$ cat config.mk
export PLATFORM = sky130hd
export DESIGN_NAME = ifm_skew_feeder
export DESIGN_NICKNAME = d
export VERILOG_FILES = /design/src/rtl/ifm_skew_feeder_pkg.sv /design/src/rtl/ifm_skew_feeder_skew_line.sv /design/src/rtl/ifm_skew_feeder.sv
export SDC_FILE = /design/constraint.sdc
export NUM_CORES = 1
export LEC_CHECK = 0
export ABC_AREA = 1
export BUFFER_PORTS_ARGS = -buffer_cell sky130_fd_sc_hd__buf_2
export CAP_MARGIN = 40
export CORE_ASPECT_RATIO = 1.75
export CORE_MARGIN = 4
export CORE_UTILIZATION = 34
export DETAILED_ROUTE_END_ITERATION = 10
export PLACE_DENSITY = 0.54
export RECOVER_POWER = 25
export SLEW_MARGIN = 25
export SYNTH_ARGS = -nofsm -noshare
export SYNTH_HDL_FRONTEND = slang
export SYNTH_HIERARCHICAL = 1
export SYNTH_SLANG_ARGS = --single-unit
$ cat constraint.sdc
create_clock -name clk -period 4.29 [get_ports clk]
set_input_delay 0.6435 -clock clk [delete_from_list [all_inputs] [get_ports clk]]
set_output_delay 0.6435 -clock clk [all_outputs]
set_load 0.05 [all_outputs]
$ cat src/rtl/ifm_skew_feeder_pkg.sv
// Shared constants, FSM state type and address-wrap helper for the IFM skew feeder.
// Optional build macro used by the top: IFM_ZERO_PAD_EN.
package ifm_skew_feeder_pkg;

   localparam int SYS_HEIGHT              = 9;
   localparam int IFM_PER_BYTE_BIT        = 8;
   localparam int IFM_SRAM_ADDR_SHORT_BIT = 7;
   localparam int IFM_SRAM_DEPTH_SHORT    = 96;

   localparam int BYTE_W = IFM_PER_BYTE_BIT;
   localparam int ADDR_W = IFM_SRAM_ADDR_SHORT_BIT;
   localparam int DEPTH  = IFM_SRAM_DEPTH_SHORT;

   typedef enum logic [1:0] {
      IDLE  = 2'd0,
      ISSUE = 2'd1,
      DRAIN = 2'd2,
      FLUSH = 2'd3
   } ifm_feed_state_t;

   // base+k never exceeds 2*DEPTH-2, so a single conditional subtract wraps it.
   function automatic logic [ADDR_W:0] wrap_addr(input logic [ADDR_W:0] sum);
      return (sum >= (ADDR_W+1)'(DEPTH)) ? sum - (ADDR_W+1)'(DEPTH) : sum;
   endfunction

endpackage

$ cat src/rtl/ifm_skew_feeder_skew_line.sv
// One row's {valid, byte} delay line of DELAY stages (DELAY >= 1).
// Data only advances behind a valid tag, so an idle stage keeps its last byte.
module ifm_skew_line
   import ifm_skew_feeder_pkg::*;
#(
   parameter int DELAY = 1
) (
   input  logic              clk,
   input  logic              rst,
   input  logic              i_valid,
   input  logic [BYTE_W-1:0] i_data,
   output logic              o_valid,
   output logic [BYTE_W-1:0] o_data
);

   logic [DELAY-1:0]  r_valid;
   logic [BYTE_W-1:0] r_data [DELAY];

   always_ff @(posedge clk or posedge rst) begin
      if (rst) begin
         r_valid <= '0;
         for (int i = 0; i < DELAY; i++) r_data[i] <= '0;
      end else begin
         r_valid[0] <= i_valid;
         if (i_valid) r_data[0] <= i_data;
         for (int i = 1; i < DELAY; i++) begin
            r_valid[i] <= r_valid[i-1];
            if (r_valid[i-1]) r_data[i] <= r_data[i-1];
         end
      end
   end

   assign o_valid = r_valid[DELAY-1];
   assign o_data  = r_data[DELAY-1];

endmodule

$ cat src/rtl/ifm_skew_feeder.sv
// Streams len IFM SRAM words from base_addr into the array rows with a diagonal skew.
// Build macro IFM_ZERO_PAD_EN: force out_data lanes to zero while their out_valid is low.
module ifm_skew_feeder
   import ifm_skew_feeder_pkg::*;
(
   input  logic                         clk,
   input  logic                         rst,
   input  logic                         start,
   input  logic [ADDR_W-1:0]            base_addr,
   input  logic [ADDR_W-1:0]            len,
   output logic                         busy,
   output logic                         done,
   output logic [ADDR_W-1:0]            sram_A,
   output logic                         sram_CS,
   output logic                         sram_OE,
   output logic [SYS_HEIGHT-1:0]        sram_WEB,
   input  logic [SYS_HEIGHT*BYTE_W-1:0] sram_DO,
   output logic [SYS_HEIGHT*BYTE_W-1:0] out_data,
   output logic [SYS_HEIGHT-1:0]        out_valid,
   output logic [1:0]                   o_dbg_state
);

   ifm_feed_state_t             r_state;
   logic [ADDR_W-1:0]           r_base;
   logic [ADDR_W:0]             r_len;
   logic [ADDR_W:0]             r_k;
   logic [ADDR_W:0]             r_drain;
   logic                        r_busy;
   logic                        r_done;
   logic                        r_cs;
   logic [ADDR_W-1:0]           r_a;
   logic                        r_cs_d;
   logic                        r_cap_valid;
   logic [SYS_HEIGHT*BYTE_W-1:0] r_cap_data;

   logic [ADDR_W:0]   w_len_ext;
   logic [ADDR_W:0]   w_len_clamp;
   logic [ADDR_W:0]   w_k_next;
   logic [ADDR_W:0]   w_a_next;
   logic [SYS_HEIGHT-1:0] w_row_valid;
   logic [BYTE_W-1:0]     w_row_data [SYS_HEIGHT];

   assign w_len_ext   = {1'b0, len};
   assign w_len_clamp = (w_len_ext > (ADDR_W+1)'(DEPTH)) ? (ADDR_W+1)'(DEPTH) : w_len_ext;
   assign w_k_next    = r_k + (ADDR_W+1)'(1);
   assign w_a_next    = wrap_addr({1'b0, r_base} + w_k_next);

   always_ff @(posedge clk or posedge rst) begin
      if (rst) begin
         r_state <= IDLE;
         r_base  <= '0;
         r_len   <= '0;
         r_k     <= '0;
         r_drain <= '0;
         r_busy  <= 1'b0;
         r_done  <= 1'b0;
         r_cs    <= 1'b0;
         r_a     <= '0;
      end else begin
         case (r_state)
            IDLE: begin
               r_done <= 1'b0;
               if (start) begin
                  r_base  <= base_addr;
                  r_len   <= w_len_clamp;
                  r_k     <= '0;
                  r_drain <= '0;
                  r_busy  <= 1'b1;
                  if (w_len_clamp == '0) begin
                     r_state <= FLUSH;
                     r_done  <= 1'b1;
                  end else begin
                     r_state <= ISSUE;
                     r_cs    <= 1'b1;
                     r_a     <= base_addr;
                  end
               end
            end
            ISSUE: begin
               if (r_k == r_len - (ADDR_W+1)'(1)) begin
                  r_state <= DRAIN;
                  r_cs    <= 1'b0;
               end else begin
                  r_k <= w_k_next;
                  r_a <= w_a_next[ADDR_W-1:0];
               end
            end
            DRAIN: begin
               // The last word reaches the bottom row SYS_HEIGHT+1 cycles after its read;
               // done is raised one cycle early so it lands with that row's valid.
               if (r_done) begin
                  r_state <= IDLE;
                  r_done  <= 1'b0;
                  r_busy  <= 1'b0;
               end else begin
                  if (r_drain == (ADDR_W+1)'(SYS_HEIGHT-1)) r_done <= 1'b1;
                  r_drain <= r_drain + (ADDR_W+1)'(1);
               end
            end
            FLUSH: begin
               r_state <= IDLE;
               r_done  <= 1'b0;
               r_busy  <= 1'b0;
            end
            default: r_state <= IDLE;
         endcase
      end
   end

   always_ff @(posedge clk or posedge rst) begin
      if (rst) begin
         r_cs_d      <= 1'b0;
         r_cap_valid <= 1'b0;
         r_cap_data  <= '0;
      end else begin
         r_cs_d      <= r_cs;
         r_cap_valid <= r_cs_d;
         if (r_cs_d) r_cap_data <= sram_DO;
      end
   end

   genvar g_r;
   generate
      for (g_r = 0; g_r < SYS_HEIGHT; g_r++) begin : g_row
         if (g_r == 0) begin : g_row0
            assign w_row_valid[0] = r_cap_valid;
            assign w_row_data[0]  = r_cap_data[BYTE_W-1:0];
         end else begin : g_rowd
            ifm_skew_line #(.DELAY(g_r)) u_line (
               .clk     (clk),
               .rst     (rst),
               .i_valid (r_cap_valid),
               .i_data  (r_cap_data[g_r*BYTE_W +: BYTE_W]),
               .o_valid (w_row_valid[g_r]),
               .o_data  (w_row_data[g_r])
            );
         end
`ifdef IFM_ZERO_PAD_EN
         assign out_data[g_r*BYTE_W +: BYTE_W] = w_row_valid[g_r] ? w_row_data[g_r] : '0;
`else
         assign out_data[g_r*BYTE_W +: BYTE_W] = w_row_data[g_r];
`endif
      end
   endgenerate

   assign out_valid   = w_row_valid;
   assign busy        = r_busy;
   assign done        = r_done;
   assign sram_A      = r_a;
   assign sram_CS     = r_cs;
   assign sram_OE     = r_busy;
   assign sram_WEB    = '1;
   assign o_dbg_state = r_state;

endmodule

# [Word level (Yosys, flattened, before mapping)]
# Index checks and enable logic that the tools add are counted.
[totals] reg_bits=441 inputBits=89 output_inout_bits=103 elab_cells=114
[op_classes] n_addsub=5 n_lt_le_gt_ge=2 n_eq_ne=11 n_mux=28 reduce_logical=12
[op_table] cell="7-bit two-way mux" count=5
[op_table] cell="8-bit case mux with 2 select lines" count=2
[op_table] cell="8-bit two-way mux" count=3
[op_table] cell="8-bit by 1-bit adder with 8-bit output (second input constant)" count=2
[op_table] cell="7-bit case mux with 2 select lines" count=1
[op_table] cell="2-bit inequality test (second input constant)" count=6
[op_table] cell="3-bit AND reduction" count=4
[op_table] cell="1-bit two-way mux" count=9
[op_table] cell="7-bit by 8-bit adder with 8-bit output" count=1
[op_table] cell="8-bit by 4-bit equality test with 1-bit output (second input constant)" count=1
[op_table] cell="8-bit equality test" count=1
[op_table] cell="8-bit by 7-bit greater-or-equal comparator with 1-bit output (second input constant)" count=1
[op_table] cell="8-bit zero test" count=1
[op_table] cell="2-bit two-way mux" count=4
[op_table] cell="2-bit case mux with 4 select lines" count=1
[op_table] cell="4-bit AND reduction" count=2
[op_table] cell="8-bit by 1-bit subtractor with 8-bit output (second input constant)" count=1
[op_table] cell="7-bit greater-than comparator (second input constant)" count=1
[op_table] cell="7-bit subtractor (second input constant)" count=1
[op_table] cell="1-bit case mux with 3 select lines" count=2
[op_table] cell="2-bit equality test (second input constant)" count=2
[op_table] cell="2-bit nonzero test" count=2
[op_table] cell="3-bit nonzero test" count=1
[op_table] cell="2-bit by 1-bit equality test with 1-bit output (second input constant)" count=1
[op_table] cell="other kinds (3)" count=3

# [Logic depth before layout (Yosys ltp)]
[logic_depth] depth_word=6 ltp_mapped=20 mapped_depth_nobuf=20

# [Cells and area by module]
# Netlist, hierarchy kept.
[by_module_without_submodules] module="ifm_skew_feeder" instances=1 cells_per_inst=570 area_per_inst_um2=5716.7 seq_area_each_um2=2902.8
[by_module_without_submodules] module="ifm_skew_line (g_row[8].g_rowd.u_line)" instances=1 cells_per_inst=289 area_per_inst_um2=2706.3 seq_area_each_um2=1801.7
[by_module_without_submodules] module="ifm_skew_line (g_row[7].g_rowd.u_line)" instances=1 cells_per_inst=254 area_per_inst_um2=2376.0 seq_area_each_um2=1576.5
[by_module_without_submodules] module="ifm_skew_line (g_row[6].g_rowd.u_line)" instances=1 cells_per_inst=219 area_per_inst_um2=2045.7 seq_area_each_um2=1351.3
[by_module_without_submodules] module="ifm_skew_line (g_row[5].g_rowd.u_line)" instances=1 cells_per_inst=184 area_per_inst_um2=1715.4 seq_area_each_um2=1126.1
[by_module_without_submodules] module="ifm_skew_line (g_row[4].g_rowd.u_line)" instances=1 cells_per_inst=149 area_per_inst_um2=1385.1 seq_area_each_um2=900.9
[by_module_without_submodules] module="ifm_skew_line (g_row[3].g_rowd.u_line)" instances=1 cells_per_inst=114 area_per_inst_um2=1054.8 seq_area_each_um2=675.6
[by_module_without_submodules] module="ifm_skew_line (g_row[2].g_rowd.u_line)" instances=1 cells_per_inst=79 area_per_inst_um2=724.4 seq_area_each_um2=450.4
[by_module_without_submodules] module="ifm_skew_line (g_row[1].g_rowd.u_line)" instances=1 cells_per_inst=36 area_per_inst_um2=334.1 seq_area_each_um2=225.2

# [Least setup slack after synthesis]
# No wires, ideal clock.
[synth_timing] path_kind="reg2reg" startpoint="register r_k[0]" endpoint="register r_a[6] (netlist: sram_A[6])" setup_ps=116 arrival_time_ps=2073 t_required_ps=4174 setup_slack_ps=2101 path_stages_with_launch=18 n_path_buf=0 period_less_slack_ps=2189 path_cell_list="dfrtp_1 -> ha_1 -> nand2_1 -> inv_1 -> nand3_1 -> xor2_1 -> inv_1 -> ha_1 -> a21oi_1 -> nand2_1 -> a21oi_1 -> nand2_1 -> nand2_1 -> nor2_1 -> nor2_1 -> nor2_1 -> nand2_1 -> nand2_2"
[synth_between] elab_chain_len=6 elab_cells_between_ends=10 cone_classes="add/sub: 3; order compare: 1; eq/ne: 2; mux: 3; reduce/logical: 1"
[synth_rtl] element="start: declaration" line="ifm_skew_feeder.sv:26" source="logic [ADDR_W:0] r_k;"
[synth_rtl] element="start signal: assignment" line="ifm_skew_feeder.sv:84" source="r_k <= w_k_next;"
[synth_rtl] element="8-bit by 1-bit adder with 8-bit output" line="ifm_skew_feeder.sv:45" source="assign w_k_next = r_k + (ADDR_W+1)'(1);"
[synth_rtl] element="7-bit by 8-bit adder with 8-bit output" line="ifm_skew_feeder.sv:46" source="assign w_a_next = wrap_addr({1'b0, r_base} + w_k_next);"
[synth_rtl] element="7-bit subtractor or 8-bit by 7-bit greater-or-equal comparator with 1-bit output (tied branches)" line="ifm_skew_feeder_pkg.sv:23" source="return (sum >= (ADDR_W+1)'(DEPTH)) ? sum - (ADDR_W+1)'(DEPTH) : sum;"
[synth_rtl] element="7-bit two-way mux" line="ifm_skew_feeder_pkg.sv:23"
[synth_rtl] element="7-bit two-way mux" line="ifm_skew_feeder.sv:80" source="if (r_k == r_len - (ADDR_W+1)'(1)) begin"
[synth_rtl] element="7-bit case mux with 2 select lines" line="ifm_skew_feeder.sv:60" source="case (r_state)"
[synth_rtl] element="end signal: assignment" line="ifm_skew_feeder.sv:75" source="r_a <= base_addr;"
[synth_rtl] element="end signal: assignment" line="ifm_skew_feeder.sv:85" source="r_a <= w_a_next[ADDR_W-1:0];"
[synth_rtl] element="end: declaration" line="ifm_skew_feeder.sv:31" source="logic [ADDR_W-1:0] r_a;"
# Parallel ways exist; a longest one is shown, timed or not. The select of a mux whose other input is x is not followed.
# A chain may end at the register's enable or synchronous reset.

==> results.txt <==
DP Wirelength -> 27,200 um
area grow syn2layout -> 12.7%
CP Max Fanout -> 33
fmax -> 354 MHz
DIE HEIGHT -> 313 um
GRT Total Usage -> 13.5%
clk slew on worst S/H paths -> 0.06 ns
final instance area -> 20,300 um^2
critical path data arrival time -> 3.51 ns
sequential area share after synthesis -> 61.0%
routed via count -> 11.8k
vias in the first global route -> 12.5k
Final Critical Period -> 2.83 ns
Endpoint, Worst Hold -> r_cap_data[65]$_DFFE_PP0P_
# fillers -> 5,433
Setup TNS -> 0 ns
root buf cell -> clkbuf_16
crit path cell chain -> clkbuf_1 > inv_1 > clkbuf_1 > buf_4
instance count on the critical path -> 4
Initial Util -> 34.4%
Yosys cell types -> 37
Max Cap Viol -> 3
Most used DFF post-synth -> dfrtp_1
wire per inst -> 13.7 um
type of the worst setup path -> primary input to async pin
FF-to-FF path depth -> 17
Max Slew Vio Count -> 105
share of cells above drive strength 1 -> 19.4%
hold path startpoint -> sram_DO[65]
H-tree lvl count -> 2
Storage cell area -> 11,000 um^2
largest net degree at the start of global routing -> 56
die width -> 182 um
Worst Hold Class -> primary input to flop
setup bufs post-CTS -> 0
flop2flop setup slack -> 1.84 ns
1st-pass router iterations -> 5
status -> finished, violations left
Slew @ Worst Pin -> 1.86 ns
CP dominant cell by count -> clkbuf_1
remaining antenna violation count -> 0
first-pass GRT wire length -> 63,300 um
violated checks -> capacitance limit, slew limit
Cell Rows -> 111
Cells after Synth -> 1,894
Worst-Skew Late Latency -> 0.55 ns
nets -> 2,119
Sink Count -> 440
register bit total from synthesis -> 440
ys async rst share -> 100%
Crit path largest cell delay -> 1.31 ns
Mean Syn Cell Area -> 9.53 um^2
multi-input logic area -> 5650 um^2
cts repair resizes -> 0
Iteration-0 DRC Markers -> 552
Slew headroom -> -23.7%
final setup fails -> 0
mapped cell area -> 18,100 um^2
RD Place Congestion -> 0.838
skew final -> 0.0163 ns
placed insts -> 2,647
Total Die Area -> 57,000 um^2
Hold-fix buffers, CTS -> 0
Lkg Pwr -> 11.0 nW
commonest non-fill, non-tap cell in the layout -> nand2_1
worst-case clock buffer depth -> 3
commonest non-fill, non-tap cells in the layout -> nand2_1 (980), dfrtp_1 (439), buf_2 (181), mux2_2 (72), inv_1 (64)
cts bufs inserted -> 43
RSZ-0062 raised after global routing -> false
number of standard cells in the final layout excluding fillers -> 2,729
CP top delay family -> buffers and inverters
post-layout power -> 16.9 mW
Post-synth EDFFs -> 0
port bufs -> 182
CTS tree -> built
gr ovfl total -> 0
placed cell area -> 18,900 um^2
CP Launch Type -> primary input
VDD IR max -> 0.649 mV
Setup WS post-layout -> 1.46 ns
DP Worst Slack -> 1.86 ns
pwr dens -> 832 nW/um^2
Worst Setup End Kind -> async pin
core box area -> 52,500 um^2
critical path required time -> 4.98 ns
crit path max-delay cell type -> clkbuf_1
Vias/cell -> 4.32
critical path startpoint -> rst
final cycle utilization of the critical path -> 65.9%
Fin. Hold Viols -> 0
r2r startpoint -> r_k[0]$_DFFE_PP0P_
Worst R2R End -> sram_A[6]$_DFFE_PP0P_
routed wire length -> 37,400 um
Hold Path Cell Cnt -> 2
Yosys Warn Count -> 6
IO Pins -> 192
Buf/Inv on CP -> 4
Remaining DRCs -> 0
initial antenna violation count -> 3
how the worst max path moves through the flow:
stage	endpoint	slack, ns
final	g_row[8].g_rowd.u_line/r_data[38]$_DFFE_PP0P_	1.46
after detailed placement	sram_A[6]$_DFFE_PP0P_	1.86
after global placement	sram_A[6]$_DFFE_PP0P_	1.86
after global routing	g_row[8].g_rowd.u_line/r_data[38]$_DFFE_PP0P_	0.88
after CTS	sram_A[6]$_DFFE_PP0P_	1.84
after floorplan	busy$_DFFE_PP0P_	0.57
flip-flops by register name, summed over array words and instances (netlist names):
signal / flops
busy: 1
done: 1
g_row.g_rowd.u_line/o_data: 64
g_row.g_rowd.u_line/o_valid: 1
g_row.g_rowd.u_line/r_data: 224
g_row.g_rowd.u_line/r_valid: 35
o_dbg_state: 2
r_base: 7
r_cap_data: 72
r_cap_valid: 1
r_cs_d: 1
r_drain: 8
r_k: 8
r_len: 7
sram_A: 7
sram_CS: 1
metal layers:
metal | routed length, um | global-route usage (%)
met5 | 0 | 0
met4 | 1340 | 5.02
met3 | 1970 | 2.89
met2 | 19400 | 24.8
met1 | 14700 | 15.1
Yosys cell counts (all sizes together), types with 2 or more instances:
library cell / n / area, um^2
o21ai: 30 / 169
buf: 123 / 1050
clkbuf: 3 / 11.3
nand3: 43 / 238
dfrtp: 440 / 11000
nand4: 3 / 18.8
inv: 99 / 372
ha: 14 / 175
nand2: 992 / 3760
or2: 3 / 18.8
mux2: 72 / 811
a21oi: 10 / 50.1
a31o: 2 / 17.5
nor3: 7 / 40.0
xor2: 6 / 52.6
xnor2: 4 / 35.0
nor2: 36 / 165
through the flow:
stage	utilization, %	hold WS [ns]
6_report	38.8	0.321
5_1_grt	38.8	0.294
4_1_cts	38.8	0.279
3_5_place_dp	36.1	0.392
3_3_place_gp	35.9	0.395
2_1_floorplan	-	0.352
power breakdown:
group | leakage (nW) | total (mW) | internal, mW | switching [mW]
combinational | 4.79 | 5.63 | 1.79 | 3.84
clock | 0.707 | 3.78 | 2.21 | 1.57
sequential | 5.52 | 7.52 | 6.06 | 1.46
area by class of cell:
type / count / area share, %
Clock buffer: 67 / 6.38
Sequential cell: 440 / 54.1
Clock inverter: 12 / 0.652
Multi-Input combinational cell: 1237 / 27.7
Timing Repair Buffer: 194 / 5.05
Antenna cell: 2 / 0.0246
Tap cell: 678 / 4.17
Inverter: 99 / 1.84
kinds of logic after synthesis:
kind of cell,Yosys count,share of synthesized area (%)
other,1,0.0208
AOI/OAI and AO/OA,45,1.44
and+or+nand+nor,1086,23.6
xor gates and xnor gates,10,0.485
muxes,72,4.49
DFF,440,61.0
adders and majority gates,15,1.08
buffers and inverters,225,7.93
(Power assumes the default switching activity.)
